### config.mk
export PLATFORM = sky130hd
export DESIGN_NAME = fp_divsqrt_arbiter_flat
export DESIGN_NICKNAME = d
export VERILOG_FILES = /design/src/rtl/fp_divsqrt_arbiter_pkg.sv /design/src/rtl/fp_divsqrt_arbiter_if.sv /design/src/rtl/fp_divsqrt_owner_entry.sv /design/src/rtl/fp_divsqrt_arbiter.sv /design/src/flat_wrapper.sv
export SDC_FILE = /design/constraint.sdc
export NUM_CORES = 1
export LEC_CHECK = 0
export CAP_MARGIN = 20
export CORE_MARGIN = 1.5
export CORE_UTILIZATION = 35
export CTS_CLUSTER_SIZE = 40
export DETAILED_ROUTE_END_ITERATION = 12
export HOLD_SLACK_MARGIN = 0.1
export PLACE_DENSITY = 0.69
export SLEW_MARGIN = 5
export SYNTH_ARGS = -nofsm -noshare
export SYNTH_HDL_FRONTEND = slang
export SYNTH_SLANG_ARGS = --single-unit
### constraint.sdc
create_clock -name clk -period 7.35 [get_ports clk]
set_clock_uncertainty 0.1 [all_clocks]
set_input_delay 1.47 -clock clk [delete_from_list [all_inputs] [get_ports clk]]
set_output_delay 1.47 -clock clk [all_outputs]
set_load 0.01 [all_outputs]
### src/rtl/fp_divsqrt_arbiter_pkg.sv
// -----------------------------------------------------------------------------
// fp_divsqrt_arbiter_pkg
// Shared configuration and recovery types for the FP divide/sqrt arbiter:
//   - sizing of lanes, units and active-list pointers
//   - DivSqrtUnitIndexPath unit index type
//   - flush descriptor and the Flushed() range test used by every consumer
// -----------------------------------------------------------------------------
package fp_divsqrt_arbiter_pkg;

  localparam int NUM_REQ    = 2;  // requesting issue lanes
  localparam int NUM_UNITS  = 2;  // FP_DIVSQRT_ISSUE_WIDTH
  localparam int AL_W       = 6;  // active-list index width

  localparam int UNIT_IDX_W = (NUM_UNITS > 1) ? $clog2(NUM_UNITS) : 1;
  localparam int LANE_IDX_W = (NUM_REQ > 1) ? $clog2(NUM_REQ) : 1;

  typedef logic [AL_W-1:0]       al_ptr_t;
  typedef logic [UNIT_IDX_W-1:0] DivSqrtUnitIndexPath;
  typedef logic [LANE_IDX_W-1:0] lane_idx_t;

  typedef struct packed {
    logic    valid;     // selective flush of [head, tail)
    logic    all;       // flush everything
    al_ptr_t head;
    al_ptr_t tail;
  } flush_t;

  // Range [head, tail) on the circular active list; head == tail is empty.
  function automatic logic flushed(input flush_t f, input al_ptr_t ptr);
    logic hit;
    hit = 1'b0;
    if (f.all) begin
      hit = 1'b1;
    end else if (f.valid) begin
      if (f.head < f.tail)      hit = (ptr >= f.head) && (ptr < f.tail);
      else if (f.head > f.tail) hit = (ptr >= f.head) || (ptr < f.tail);
    end
    return hit;
  endfunction

endpackage

### src/rtl/fp_divsqrt_arbiter_if.sv
// -----------------------------------------------------------------------------
// fp_divsqrt_arbiter_if
// Issue-stage bundle between the issue lanes / div-sqrt units and the arbiter.
//   slave  : the arbiter (consumes i_*, drives o_*)
//   master : the surrounding pipeline (drives i_*, observes o_*)
// Signals:
//   i_req, i_req_ptr          lane requests and their active-list indices
//   i_unit_free               unit is free next cycle
//   i_unit_finished           unit holds a completed result
//   i_release                 owner consumed the result
//   i_flush_*                 selective / total flush, range [head, tail)
//   o_grant, o_grant_unit     per-lane grant and granted unit
//   o_acquire, o_acquire_ptr  per-unit acquire strobe and op index
//   o_notify, o_notify_unit   per-lane finished notification
//   o_owner_valid             registered ownership per unit
// -----------------------------------------------------------------------------
interface fp_divsqrt_arbiter_if;
  import fp_divsqrt_arbiter_pkg::*;

  logic [NUM_REQ-1:0]                    i_req;
  al_ptr_t [NUM_REQ-1:0]                 i_req_ptr;
  logic [NUM_UNITS-1:0]                  i_unit_free;
  logic [NUM_UNITS-1:0]                  i_unit_finished;
  logic [NUM_UNITS-1:0]                  i_release;
  logic                                  i_flush_valid;
  logic                                  i_flush_all;
  al_ptr_t                               i_flush_head;
  al_ptr_t                               i_flush_tail;
  logic [NUM_REQ-1:0]                    o_grant;
  DivSqrtUnitIndexPath [NUM_REQ-1:0]     o_grant_unit;
  logic [NUM_UNITS-1:0]                  o_acquire;
  al_ptr_t [NUM_UNITS-1:0]               o_acquire_ptr;
  logic [NUM_REQ-1:0]                    o_notify;
  DivSqrtUnitIndexPath [NUM_REQ-1:0]     o_notify_unit;
  logic [NUM_UNITS-1:0]                  o_owner_valid;

  modport slave (
    input  i_req, i_req_ptr, i_unit_free, i_unit_finished, i_release,
           i_flush_valid, i_flush_all, i_flush_head, i_flush_tail,
    output o_grant, o_grant_unit, o_acquire, o_acquire_ptr,
           o_notify, o_notify_unit, o_owner_valid
  );

  modport master (
    output i_req, i_req_ptr, i_unit_free, i_unit_finished, i_release,
           i_flush_valid, i_flush_all, i_flush_head, i_flush_tail,
    input  o_grant, o_grant_unit, o_acquire, o_acquire_ptr,
           o_notify, o_notify_unit, o_owner_valid
  );
endinterface

### src/rtl/fp_divsqrt_owner_entry.sv
// -----------------------------------------------------------------------------
// fp_divsqrt_owner_entry
// Owner registers of one div/sqrt unit: which lane and active-list entry own it.
// Ports:
//   clk, rst          clock, async active-high reset
//   i_set             new grant to this unit this cycle (wins over clear)
//   i_set_lane/ptr    owner recorded on i_set
//   i_release         owner consumed the result
//   i_flush           current flush descriptor
//   o_valid, o_lane   registered owner state
//   o_vacating        owned and released or flushed this cycle
// -----------------------------------------------------------------------------
module fp_divsqrt_owner_entry
  import fp_divsqrt_arbiter_pkg::*;
(
  input  logic      clk,
  input  logic      rst,
  input  logic      i_set,
  input  lane_idx_t i_set_lane,
  input  al_ptr_t   i_set_ptr,
  input  logic      i_release,
  input  flush_t    i_flush,
  output logic      o_valid,
  output lane_idx_t o_lane,
  output logic      o_vacating
);

  logic      r_valid;
  lane_idx_t r_lane;
  al_ptr_t   r_ptr;

  assign o_valid    = r_valid;
  assign o_lane     = r_lane;
  // A release on an unowned unit is meaningless, so qualify with r_valid.
  assign o_vacating = r_valid & (i_release | flushed(i_flush, r_ptr));

  // NOTE: state registers use non-blocking assignments so every flop samples
  // the pre-edge values regardless of block ordering.
  always_ff @(posedge clk or posedge rst) begin
    if (rst) begin
      r_valid <= 1'b0;
      r_lane  <= '0;
      r_ptr   <= '0;
    end else if (i_set) begin
      r_valid <= 1'b1;
      r_lane  <= i_set_lane;
      r_ptr   <= i_set_ptr;
    end else if (o_vacating) begin
      r_valid <= 1'b0;
    end
  end

endmodule

### src/rtl/fp_divsqrt_arbiter.sv
// -----------------------------------------------------------------------------
// fp_divsqrt_arbiter
// Shares NUM_UNITS divide/sqrt units among NUM_REQ issue lanes. Free units are
// granted round-robin over lanes in the issue stage (combinational), the
// owning lane/op is recorded per unit, finished units are routed back to their
// owner, and ownership is dropped on release or selective flush.
// Ports:
//   clk   clock
//   rst   async active-high reset; forces grant/acquire/notify low
//   bus   fp_divsqrt_arbiter_if.slave (see interface header)
// -----------------------------------------------------------------------------
module fp_divsqrt_arbiter
  import fp_divsqrt_arbiter_pkg::*;
(
  input logic                 clk,
  input logic                 rst,
  fp_divsqrt_arbiter_if.slave bus
);

  flush_t                            w_flush;
  logic [NUM_UNITS-1:0]              w_owner_valid;
  lane_idx_t                         w_owner_lane [NUM_UNITS];
  logic [NUM_UNITS-1:0]              w_vacating;
  logic [NUM_UNITS-1:0]              w_eligible;
  logic [NUM_REQ-1:0]                w_grant;
  DivSqrtUnitIndexPath [NUM_REQ-1:0] w_grant_unit;
  logic [NUM_UNITS-1:0]              w_acquire;
  al_ptr_t [NUM_UNITS-1:0]           w_acquire_ptr;
  lane_idx_t                         w_set_lane [NUM_UNITS];
  logic                              w_any_grant;
  lane_idx_t                         w_last_lane;
  logic [NUM_REQ-1:0]                w_notify;
  DivSqrtUnitIndexPath [NUM_REQ-1:0] w_notify_unit;
  lane_idx_t                         r_rr_ptr;

  assign w_flush = '{valid: bus.i_flush_valid, all: bus.i_flush_all,
                     head: bus.i_flush_head, tail: bus.i_flush_tail};

  for (genvar u = 0; u < NUM_UNITS; u++) begin : g_owner
    fp_divsqrt_owner_entry u_entry (
      .clk        (clk),
      .rst        (rst),
      .i_set      (w_acquire[u]),
      .i_set_lane (w_set_lane[u]),
      .i_set_ptr  (w_acquire_ptr[u]),
      .i_release  (bus.i_release[u]),
      .i_flush    (w_flush),
      .o_valid    (w_owner_valid[u]),
      .o_lane     (w_owner_lane[u]),
      .o_vacating (w_vacating[u])
    );
  end

  // A unit being released/flushed this cycle can be handed out again at once.
  assign w_eligible = bus.i_unit_free & (~w_owner_valid | w_vacating);

  // Round-robin allocator: lanes from r_rr_ptr upward, each taking the
  // lowest eligible unit not already taken this cycle.
  // NOTE: every variable written here gets a default first so no latch is
  // inferred on paths where a lane or unit is skipped.
  always_comb begin
    w_grant       = '0;
    w_grant_unit  = '0;
    w_acquire     = '0;
    w_acquire_ptr = '0;
    w_any_grant   = 1'b0;
    w_last_lane   = '0;
    for (int u = 0; u < NUM_UNITS; u++) w_set_lane[u] = '0;
    for (int k = 0; k < NUM_REQ; k++) begin
      automatic int   l     = (int'(r_rr_ptr) + k) % NUM_REQ;
      automatic logic found = 1'b0;
      if (bus.i_req[l] && !flushed(w_flush, bus.i_req_ptr[l])) begin
        for (int u = 0; u < NUM_UNITS; u++) begin
          if (!found && w_eligible[u] && !w_acquire[u]) begin
            found            = 1'b1;
            w_acquire[u]     = 1'b1;
            w_acquire_ptr[u] = bus.i_req_ptr[l];
            w_set_lane[u]    = lane_idx_t'(l);
            w_grant[l]       = 1'b1;
            w_grant_unit[l]  = DivSqrtUnitIndexPath'(u);
            w_any_grant      = 1'b1;
            w_last_lane      = lane_idx_t'(l);
          end
        end
      end
    end
  end

  // Lowest-index finished unit owned by each lane; descending scan so the
  // lowest match is written last.
  always_comb begin
    w_notify      = '0;
    w_notify_unit = '0;
    for (int l = 0; l < NUM_REQ; l++) begin
      for (int u = NUM_UNITS - 1; u >= 0; u--) begin
        if (w_owner_valid[u] && bus.i_unit_finished[u] &&
            w_owner_lane[u] == lane_idx_t'(l)) begin
          w_notify[l]      = 1'b1;
          w_notify_unit[l] = DivSqrtUnitIndexPath'(u);
        end
      end
    end
  end

  always_ff @(posedge clk or posedge rst) begin
    if (rst) begin
      r_rr_ptr <= '0;
    end else if (w_any_grant) begin
      r_rr_ptr <= lane_idx_t'((int'(w_last_lane) + 1) % NUM_REQ);
    end
  end

  assign bus.o_grant       = rst ? '0 : w_grant;
  assign bus.o_grant_unit  = w_grant_unit;
  assign bus.o_acquire     = rst ? '0 : w_acquire;
  assign bus.o_acquire_ptr = w_acquire_ptr;
  assign bus.o_notify      = rst ? '0 : w_notify;
  assign bus.o_notify_unit = w_notify_unit;
  assign bus.o_owner_valid = w_owner_valid;

endmodule

### src/flat_wrapper.sv
// flat-port wrapper written by rule: the top's interface ports become plain ports
module fp_divsqrt_arbiter_flat import fp_divsqrt_arbiter_pkg::*;
  (clk, rst, bus_i_req, bus_i_req_ptr, bus_i_unit_free, bus_i_unit_finished, bus_i_release, bus_i_flush_valid, bus_i_flush_all, bus_i_flush_head, bus_i_flush_tail, bus_o_grant, bus_o_grant_unit, bus_o_acquire, bus_o_acquire_ptr, bus_o_notify, bus_o_notify_unit, bus_o_owner_valid);
  fp_divsqrt_arbiter_if bus_i ();
  input logic clk;
  input logic rst;
  input wire logic [$bits(bus_i.i_req)-1:0] bus_i_req;
  input wire logic [$bits(bus_i.i_req_ptr)-1:0] bus_i_req_ptr;
  input wire logic [$bits(bus_i.i_unit_free)-1:0] bus_i_unit_free;
  input wire logic [$bits(bus_i.i_unit_finished)-1:0] bus_i_unit_finished;
  input wire logic [$bits(bus_i.i_release)-1:0] bus_i_release;
  input wire logic [$bits(bus_i.i_flush_valid)-1:0] bus_i_flush_valid;
  input wire logic [$bits(bus_i.i_flush_all)-1:0] bus_i_flush_all;
  input wire logic [$bits(bus_i.i_flush_head)-1:0] bus_i_flush_head;
  input wire logic [$bits(bus_i.i_flush_tail)-1:0] bus_i_flush_tail;
  output wire logic [$bits(bus_i.o_grant)-1:0] bus_o_grant;
  output wire logic [$bits(bus_i.o_grant_unit)-1:0] bus_o_grant_unit;
  output wire logic [$bits(bus_i.o_acquire)-1:0] bus_o_acquire;
  output wire logic [$bits(bus_i.o_acquire_ptr)-1:0] bus_o_acquire_ptr;
  output wire logic [$bits(bus_i.o_notify)-1:0] bus_o_notify;
  output wire logic [$bits(bus_i.o_notify_unit)-1:0] bus_o_notify_unit;
  output wire logic [$bits(bus_i.o_owner_valid)-1:0] bus_o_owner_valid;
  assign bus_i.i_req = bus_i_req;
  assign bus_i.i_req_ptr = bus_i_req_ptr;
  assign bus_i.i_unit_free = bus_i_unit_free;
  assign bus_i.i_unit_finished = bus_i_unit_finished;
  assign bus_i.i_release = bus_i_release;
  assign bus_i.i_flush_valid = bus_i_flush_valid;
  assign bus_i.i_flush_all = bus_i_flush_all;
  assign bus_i.i_flush_head = bus_i_flush_head;
  assign bus_i.i_flush_tail = bus_i_flush_tail;
  assign bus_o_grant = bus_i.o_grant;
  assign bus_o_grant_unit = bus_i.o_grant_unit;
  assign bus_o_acquire = bus_i.o_acquire;
  assign bus_o_acquire_ptr = bus_i.o_acquire_ptr;
  assign bus_o_notify = bus_i.o_notify;
  assign bus_o_notify_unit = bus_i.o_notify_unit;
  assign bus_o_owner_valid = bus_i.o_owner_valid;
  fp_divsqrt_arbiter u_core (.clk(clk), .rst(rst), .bus(bus_i));
endmodule
==> impl_metrics.py, run 1 <==
metrics = {
    "floorplan": {
        "start_util": 0.359,
        "rows": 30,
        "core_um2": 6720,
        "die_x_um": 86.1,
        "ios": 60,
        "fp.dieArea_um2": 7410,
        "die_y_um": 86.1,
    },
    "sta": {
        "drv_slew": 0,
        "finalHoldViolCount": 0,
        "fmax_ghz": 0.148,
        "finalSetupViolCount": 0,
        "max_slew.worst_pin.slew_ns": 0.716,
        "finalSetupTns_ns": 0,
        "min_period_ns": 6.75,
        "hold_ws_ns": 0.437,
        "rsz0062_at_grt": "no",
        "timing.slew.headroom": 0.519,
        "finalCritPeriodShare": 0.918,
    },
    "synthesis": {
        "synthArstFlopShare": 1.00,
        "synth-seq-area-share": 0.176,
        "synth-edff-count": 0,
        "syn-num-nets": 374,
        "yosys_most_used_dff": "dfrtp_1",
        "ys_warn_count": 0,
        "syn_inst": 288,
        "syn_avg_cell_area_um2": 8.38,
        "netlist_area_um2": 2410,
        "ys_types": 53,
        "synth_seq_cells": 17,
    },
    "clock_network": {
        "ctsHoldBuffers": 0,
        "numCtsBuffers": 3,
        "clock_latency_ns": 0.25,
        "cts_tree": "yes",
        "cts_sinks": 17,
        "clockBufferDepth": 2,
        "cts-root-buf": "clkbuf_8",
        "post_cts_buffers": 0,
        "cts_resized": 0,
        "htree_levels": 1,
        "cts.clk_slew.worst_paths_ns": 0.07,
    },
    "worst_setup_path": {
        "worst-path-buf-inv": 2,
        "setup.worst_path.end": "bus_o_grant_unit[1]",
        "worstReg2RegEnd": "u_core.g_owner[1].u_entry.o_lane",
        "slowest_stage": "clkdlybuf4s50_1",
        "worst_setup_path_end_kind": "output port",
        "cp-startpoint": "bus_i_req_ptr[6]",
        "worstPathRequired_ns": 5.78,
        "startpoint_type": "primary input",
        "path_class": "primary input to output port",
        "cpMostUsedCell": "clkdlybuf4s50_1",
        "cp_max_fo": 8,
        "crit_chain": "clkdlybuf4s50_1, mux2i_1, ha_1, nand2b_1, a2111oi_2, o31ai_1, o21bai_1, nand3_1, a21boi_4, and3_1, a21o_1, clkdlybuf4s50_1",
        "critPathArrivalTime_ns": 5.18,
        "critical_path_depth": 12,
        "ff2ff_path_depth": 11,
        "cpLargestDelayFamily": "compound AO/OA/AOI/OAI gates",
        "r2r_slack_ns": 3.62,
        "max_stage_delay_ns": 0.53,
    },
    "grt": {
        "antenna_found_initial": 0,
        "grt_pass1_wl_um": 11800,
        "grt_pass1_vias": 2295,
        "grt_max_degree": 22,
        "overflow": 0,
        "grt_usage": 0.205,
    },
    "cells_and_area": {
        "diodes": 0,
        "fillCellCount": 673,
        "fin_nets": 432,
        "drive_gt1_frac": 0.0464,
        "fin_cells": 425,
        "syn_to_final_growth_pct": 28.9,
    },
    "drt": {
        "routed-via-count": 2455,
        "drc": 0,
        "totalWireLength_um": 7380,
        "wl_per_cell_um": 17.4,
        "dr.pass1.iters": 5,
        "dr.first_iter.drc_count": 180,
        "postRouteAntennaNets": 0,
        "vias_per_cell": 5.78,
    },
    "power_and_ir_drop": {
        "powerDensity_nw_per_um2": 250,
        "power_mw": 0.777,
        "ir_drop_uv": 184,
        "p_leak_nw": 1.49,
    },
    "place": {
        "dp_hpwl_um": 6070,
        "place_inst": 421,
        "gp_congestion": 0.901,
        "port_buffers": 59,
    },
    "hold_path": {
        "min_path_type": "flip-flop to flip-flop",
    },
    "outcome": {
        "status": "complete, no violations",
    },
    "run": {
        "maxCapViolCount": 0,
    },
}
[placed cells by master, fill, tap and decap left out, drive strengths merged, types with 2 or more instances in the layout]
cell type,instances
a21o,13
nand3b,3
nand3,14
nand2,16
a221oi,2
a21oi,19
a221o,7
a2111oi,2
nand2b,9
a21boi,2
nor3,3
nor2,18
and3,3
a211oi,2
o22ai,13
clkdlybuf4s50,59
ha,50
o21ai,13
nand4,2
clkbuf,4
a31oi,4
mux2i,13
inv,30
o31ai,3
nor2b,4
dfrtp,17
o21a,4
[Yosys cell counts, types with 2 or more instances]
library cell / number / area [um2]
mux2i_1: 13 / 130
and3_1: 3 / 18.8
nand3b_1: 3 / 22.5
nand4_1: 2 / 12.5
nand3_1: 14 / 70.1
o21ai_0: 6 / 30.0
a31oi_1: 4 / 25.0
nand2_1: 16 / 60.1
a21oi_1: 19 / 95.1
a221o_1: 7 / 70.1
nand2b_1: 9 / 56.3
o31ai_1: 3 / 22.5
o22ai_1: 13 / 81.3
inv_1: 29 / 109
buf_2: 3 / 15.0
nor2b_1: 4 / 25.0
a221oi_1: 2 / 17.5
a21o_1: 13 / 97.6
ha_1: 50 / 626
nor2_1: 18 / 67.6
o21ai_1: 6 / 30.0
nor3_1: 2 / 10.0
dfrtp_1: 17 / 425
buf_4: 2 / 15.0
o21a_1: 2 / 15.0
[where the power goes]
| part | internal [mW] | switching [mW] | total (mW) |
|---|---|---|---|
| registers | 0.135 | 0.0508 | 0.186 |
| logic | 0.239 | 0.282 | 0.522 |
| clock network | 0.0385 | 0.0311 | 0.0695 |
| total | 0.413 | 0.364 | 0.777 |
[worst register-to-register path, stage by stage (launching register included)]
cell and delay, ns:
dfrtp_1 0.32, buf_4 0.30, mux2i_1 0.53, ha_1 0.33
nand2b_1 0.15, a2111oi_2 0.37, o31ai_1 0.15, o21bai_1 0.18
and3_1 0.31, nand2_1 0.17, and3_1 0.31, a221o_1 0.39
[state kept, by name, summed over array words and instances (netlist names), named ones only]
| register | flops |
|---|---|
| u_core.g_owner.u_entry.o_lane | 2 |
| u_core.g_owner.u_entry.r_ptr | 12 |
| u_core.g_owner.u_entry.o_valid | 2 |
[area by class of cell]
cell class,instances,area [um2],share of cell area
Inverter,30,113,0.0362
Multi-Input combinational cell,234,1830,0.588
Timing Repair Buffer,60,598,0.192
Clock buffer,4,45.0,0.0145
Sequential cell,17,425,0.137
Tap cell,80,100,0.0322
[worst min-delay path by stage]
stage	from	to	slack, ns	cells past startpoint
6_report	u_core.g_owner[0].u_entry.r_ptr[0]	u_core.g_owner[0].u_entry.r_ptr[0]	0.44	1
3_5_place_dp	u_core.g_owner[0].u_entry.r_ptr[1]	u_core.g_owner[0].u_entry.r_ptr[1]	0.42	1
5_1_grt	u_core.g_owner[0].u_entry.r_ptr[0]	u_core.g_owner[0].u_entry.r_ptr[0]	0.45	1
2_1_floorplan	u_core.g_owner[0].u_entry.r_ptr[0]	u_core.g_owner[0].u_entry.r_ptr[0]	0.37	1
4_1_cts	u_core.g_owner[0].u_entry.r_ptr[1]	u_core.g_owner[0].u_entry.r_ptr[1]	0.43	1
3_3_place_gp	u_core.g_owner[0].u_entry.r_ptr[1]	u_core.g_owner[0].u_entry.r_ptr[1]	0.41	1
[cells by family after synthesis]
| kind of cell | after synthesis | synth area share |
|---|---|---|
| AOI/OAI and AO/OA | 93 | 0.275 |
| xor gates and xnor gates | 1 | 0.00363 |
| adders and majority gates | 50 | 0.259 |
| muxes | 14 | 0.0601 |
| DFF | 17 | 0.176 |
| buffers and inverters | 37 | 0.0653 |
| and+or+nand+nor | 76 | 0.161 |
[routing by layer]
layer / share of wire / global-route usage / routed length (um) / up-vias
met5: 0 / 0 / 0 / -
met4: 0.015 / 0.0367 / 114 / 0
met3: 0.056 / 0.0318 / 413 / 14
met2: 0.44 / 0.319 / 3230 / 97
met1: 0.49 / 0.301 / 3620 / 1151
li1: - / - / - / 1193
[metrics by stage]
stage / utilization / setup slack [ns] / cell area [um2]
2_1_floorplan: - / 2.09 / 2410
4_1_cts: 0.463 / 0.612 / 3110
3_3_place_gp: 0.457 / 0.592 / 3070
6_report: 0.463 / 0.601 / 3110
5_1_grt: 0.463 / 0.354 / 3110
3_5_place_dp: 0.457 / 0.618 / 3070
(Power assumes the default switching activity.)
==> run 2, diff against run 1 <==
--- a/config.mk
+++ b/config.mk
@@ -12,6 +12,7 @@
 export DETAILED_ROUTE_END_ITERATION = 12
 export HOLD_SLACK_MARGIN = 0.1
 export PLACE_DENSITY = 0.69
+export REMOVE_ABC_BUFFERS = 1
 export SLEW_MARGIN = 5
 export SYNTH_ARGS = -nofsm -noshare
 export SYNTH_HDL_FRONTEND = slang
==> run 2 against run 1 <==
Effect of this change: power decreased by 0.60%; core utilization rose by 0.11 points; hold slack got worse by 0.022 ns; global-route usage is 0.30 points lower; sequential power is 9% higher; first-iteration DRC count decreased by 0.56%; setup slack gained 0.023 ns; critical path depth decreased by 1; non-clock buffer count up 1; final area up 0.24%; die area unchanged.
==> impl_metrics.py, run 2 (same netlist as run 1, synthesis figures left out) <==
metrics = {
    "cells_and_area": {
        "fillCellCount": 655,
        "syn_to_final_growth_pct": 29.2,
        "drive_gt1_frac": 0.0491,
        "layout_common_cells": "59 x clkdlybuf4s50_1, 50 x ha_1, 29 x inv_1",
        "fin_cells": 426,
        "largest_reg_flops": 12,
        "seqCellArea_um2": 425,
        "design_area_um2": 3120,
        "multi_input_area_um2": 1830,
        "fin_nets": 433,
        "regMostFlops": "u_core.g_owner.u_entry.r_ptr",
        "utilization": 0.464,
        "layout_commonest_cell": "clkdlybuf4s50_1",
        "diodes": 0,
    },
    "hold_path": {
        "hp-start": "u_core.g_owner[0].u_entry.r_ptr[1]",
        "worstHoldPathCells": 1,
        "min_path_type": "flip-flop to flip-flop",
    },
    "place": {
        "dpl_cell_area_um2": 3080,
        "port_buffers": 59,
        "place_inst": 422,
        "pre_cts_ws_ns": 0.641,
        "gp_congestion": 0.978,
        "dp_hpwl_um": 6140,
    },
    "drt": {
        "vias_per_cell": 5.74,
        "dr.first_iter.drc_count": 179,
        "wl_per_cell_um": 17.1,
        "drc": 0,
        "dr.pass1.iters": 6,
        "routed-via-count": 2445,
        "postRouteAntennaNets": 0,
        "totalWireLength_um": 7280,
    },
    "grt": {
        "overflow": 0,
        "grt_max_degree": 18,
        "grt_usage": 0.202,
        "grt_pass1_vias": 2269,
        "antenna_found_initial": 0,
        "grt_pass1_wl_um": 11700,
    },
    "worst_setup_path": {
        "startpoint_type": "primary input",
        "critPathArrivalTime_ns": 5.16,
        "worst_setup_path_end_kind": "output port",
        "cpLargestDelayFamily": "compound AO/OA/AOI/OAI gates",
        "slowest_stage": "clkdlybuf4s50_1",
        "ff2ff_path_depth": 10,
        "crit_chain": "clkdlybuf4s50_1, mux2i_1, ha_1, nand2b_1, a2111oi_2, o31ai_1, o21bai_1, and3_1, nand3_1, o22ai_1, clkdlybuf4s50_1",
        "r2r_slack_ns": 3.30,
        "cp_max_fo": 13,
        "worstPathRequired_ns": 5.78,
        "path_class": "primary input to output port",
        "worst-path-buf-inv": 2,
        "critical_path_depth": 11,
        "cp-startpoint": "bus_i_req_ptr[6]",
        "max_stage_delay_ns": 0.58,
        "cpMostUsedCell": "clkdlybuf4s50_1",
    },
    "sta": {
        "timing.slew.headroom": 0.408,
        "fin_ws_ns": 0.624,
        "drv_slew": 0,
        "hold_ws_ns": 0.416,
        "finalSetupTns_ns": 0,
        "finalCritPeriodShare": 0.915,
        "fmax_ghz": 0.149,
        "finalHoldViolCount": 0,
        "min_period_ns": 6.73,
        "max_slew.worst_pin.slew_ns": 0.888,
        "rsz0062_at_grt": "no",
        "finalSetupViolCount": 0,
    },
    "floorplan": {
        "die_x_um": 86.1,
        "core_um2": 6720,
        "start_util": 0.359,
        "rows": 30,
        "die_y_um": 86.1,
        "ios": 60,
        "fp.dieArea_um2": 7410,
    },
    "power_and_ir_drop": {
        "ir_drop_uv": 120,
        "p_leak_nw": 1.50,
        "powerDensity_nw_per_um2": 247,
        "power_mw": 0.772,
    },
    "clock_network": {
        "cts_resized": 0,
        "cts-root-buf": "clkbuf_8",
        "cts_tree": "yes",
        "post_cts_buffers": 0,
        "cts_sinks": 17,
        "clock_latency_ns": 0.25,
        "ctsHoldBuffers": 0,
        "cts.clk_slew.worst_paths_ns": 0.07,
        "clockBufferDepth": 2,
        "htree_levels": 1,
        "numCtsBuffers": 3,
    },
    "run": {
        "maxCapViolCount": 0,
    },
    "outcome": {
        "status": "complete, no violations",
    },
}
run 2: cell types whose count changed in the layout (fill, tap and decap cells not counted), sizes merged:
cell | before | now
buf | 1 | 2
run 2: area by class of cell:
cell class,instances,share of cell area
clock buffers,4,0.0144
inverters,30,0.0361
multi-input cells,234,0.587
flip-flops and latches,17,0.136
well taps,80,0.0321
repair buffers,61,0.194
run 2: final timing paths:
kind / endpoint
setup / recovery: bus_o_acquire_ptr[6]
min in group asynchronous: u_core.g_owner[1].u_entry.r_ptr[1]
hold / removal: u_core.g_owner[0].u_entry.r_ptr[1]
max in group asynchronous: u_core.g_owner[0].u_entry.r_ptr[4]
hold reg to reg: u_core.g_owner[0].u_entry.r_ptr[1]
setup reg to reg: u_core.g_owner[1].u_entry.r_ptr[0]
run 2: where the power goes:
part	internal [mW]	switching (mW)	leakage [nW]
logic	0.242	0.259	1.26
registers	0.135	0.0674	0.212
clock network	0.0385	0.0309	0.0228
run 2: routing by layer:
| layer | vias up | track usage | part of all wire |
|---|---|---|---|
| met5 | - | 0 | 0 |
| met4 | 0 | 0.0543 | 0.026 |
| met3 | 16 | 0.0289 | 0.068 |
| met2 | 102 | 0.314 | 0.44 |
| met1 | 1128 | 0.291 | 0.47 |
| li1 | 1199 | - | - |
==> run 3, diff against run 2 <==
--- a/config.mk
+++ b/config.mk
@@ -6,10 +6,12 @@
 export NUM_CORES = 1
 export LEC_CHECK = 0
 export CAP_MARGIN = 20
+export CORE_ASPECT_RATIO = 1.5
 export CORE_MARGIN = 1.5
 export CORE_UTILIZATION = 35
 export CTS_CLUSTER_SIZE = 40
 export DETAILED_ROUTE_END_ITERATION = 12
+export GPL_TIMING_DRIVEN = 0
 export HOLD_SLACK_MARGIN = 0.1
 export PLACE_DENSITY = 0.69
 export REMOVE_ABC_BUFFERS = 1
==> run 3 against run 2 <==
Effect of this change: core utilization increased by 0.72 points; combinational power decreased by 2%; sequential share of layout area increased by 0.082 points; power decreased by 1.2%; clock power increased by 3%; critical path depth increased by 1; count of clock-buffer cells in the layout decreased by 1; via count increased by 0.61%; die area increased by 0.13%; hold slack improved by 0.023 ns; critical endpoint is now bus_o_acquire_ptr[10]; largest cell class unchanged; largest power group unchanged.
==> impl_metrics.py, run 3 (same netlist as run 1, synthesis figures left out) <==
metrics = {
    "worst_setup_path": {
        "setup.worst_path.end": "bus_o_acquire_ptr[10]",
        "cp-startpoint": "bus_i_req_ptr[6]",
        "critPathArrivalTime_ns": 5.24,
        "cp_max_fo": 7,
        "path_class": "primary input to output port",
        "startpoint_type": "primary input",
        "r2r_slack_ns": 3.21,
        "worstReg2RegEnd": "u_core.g_owner[1].u_entry.r_ptr[0]",
        "worst_setup_path_end_kind": "output port",
        "ff2ff_path_depth": 10,
        "worstPathRequired_ns": 5.78,
    },
    "clock_network": {
        "cts_sinks": 17,
        "htree_levels": 1,
        "cts_resized": 0,
        "cts.clk_slew.worst_paths_ns": 0.07,
        "post_cts_buffers": 0,
        "clock_latency_ns": 0.26,
        "clockBufferDepth": 2,
        "ctsHoldBuffers": 0,
        "cts-root-buf": "clkbuf_8",
        "cts_tree": "yes",
        "numCtsBuffers": 3,
    },
    "outcome": {
        "status": "complete, no violations",
    },
    "cells_and_area": {
        "diodes": 0,
        "drive_gt1_frac": 0.0465,
        "syn_to_final_growth_pct": 28.4,
        "layout_common_cells": "59 x clkdlybuf4s50_1, 50 x ha_1, 29 x inv_1",
        "fin_cells": 420,
        "regMostFlops": "u_core.g_owner.u_entry.r_ptr",
        "fillCellCount": 672,
        "fin_nets": 431,
        "largest_reg_flops": 12,
        "layout_commonest_cell": "clkdlybuf4s50_1",
    },
    "sta": {
        "finalSetupViolCount": 0,
        "drv_slew": 0,
        "fmax_ghz": 0.147,
        "finalHoldViolCount": 0,
        "min_period_ns": 6.81,
        "rsz0062_at_grt": "no",
        "finalSetupTns_ns": 0,
        "fin_ws_ns": 0.540,
        "max_slew.worst_pin.slew_ns": 0.949,
        "timing.slew.headroom": 0.367,
        "finalCritPeriodShare": 0.926,
    },
    "grt": {
        "grt_usage": 0.196,
        "grt_pass1_wl_um": 11700,
        "antenna_found_initial": 0,
        "overflow": 0,
        "grt_pass1_vias": 2442,
        "grt_max_degree": 22,
    },
    "drt": {
        "routed-via-count": 2460,
        "dr.pass1.iters": 4,
        "postRouteAntennaNets": 0,
        "vias_per_cell": 5.86,
        "wl_per_cell_um": 17.1,
        "totalWireLength_um": 7160,
        "drc": 0,
        "dr.first_iter.drc_count": 116,
    },
    "place": {
        "dp_hpwl_um": 6020,
        "place_inst": 416,
        "gp_congestion": 0.913,
        "pre_cts_ws_ns": 0.550,
        "port_buffers": 59,
    },
    "floorplan": {
        "start_util": 0.367,
        "rows": 36,
        "core_um2": 6580,
        "die_y_um": 105,
        "fp.dieArea_um2": 7420,
        "die_x_um": 70.8,
        "ios": 60,
    },
    "power_and_ir_drop": {
        "powerDensity_nw_per_um2": 246,
        "power_mw": 0.763,
        "p_leak_nw": 1.49,
        "ir_drop_uv": 120,
    },
    "run": {
        "maxCapViolCount": 0,
    },
    "hold_path": {
        "hp-start": "u_core.g_owner[0].u_entry.r_ptr[2]",
        "min_path_type": "flip-flop to flip-flop",
    },
}
==> run 3: layout make-up <==
type / count / area (um2) / area share
clock inverters: 1 / 5.00 / 0.00161
clock buffers: 3 / 41.3 / 0.0133
flip-flops and latches: 17 / 425 / 0.137
inverters: 30 / 113 / 0.0363
well taps: 76 / 95.1 / 0.0307
multi-input cells: 234 / 1830 / 0.591
repair buffers: 59 / 591 / 0.190
==> run 3: per-stage QoR <==
step,area (um2),utilization,hold WS [ns]
global placement,3060,0.465,0.418
global route,3100,0.472,0.457
finish,3100,0.472,0.438
detailed placement,3060,0.465,0.418
CTS,3100,0.472,0.439
floorplan,2370,-,0.373
==> run 3: report_power, final <==
part,switching (mW),internal (mW)
clock network,0.0337,0.0377
registers,0.0640,0.135
logic,0.255,0.238
==> run 3: layer usage <==
metal	vias to the layer above	track usage	wire, um
met5	-	0	0
met1	1184	0.230	2930
li1	1189	-	-
met4	0	0.0863	269
met2	71	0.359	3740
met3	16	0.0106	219
==> run 3: worst min path at each step <==
stage	slack, ns	end	cells past startpoint
floorplan	0.37	u_core.g_owner[0].u_entry.r_ptr[0]	1
global placement	0.42	u_core.g_owner[1].u_entry.r_ptr[0]	1
detailed placement	0.42	u_core.g_owner[1].u_entry.o_lane	1
CTS	0.44	u_core.g_owner[0].u_entry.r_ptr[2]	1
global route	0.46	u_core.g_owner[0].u_entry.r_ptr[4]	1
finish	0.44	u_core.g_owner[0].u_entry.r_ptr[2]	1
==> run 3: worst max-delay path, cell delays in order <==
cell,delay [ns]
clkdlybuf4s50_1,0.43
mux2i_1,0.40
ha_1,0.31
nand2b_1,0.15
a2111oi_2,0.38
o31ai_1,0.17
o21bai_1,0.19
nand3_1,0.29
a21boi_4,0.28
nand3_1,0.30
o22ai_1,0.29
clkdlybuf4s50_1,0.58
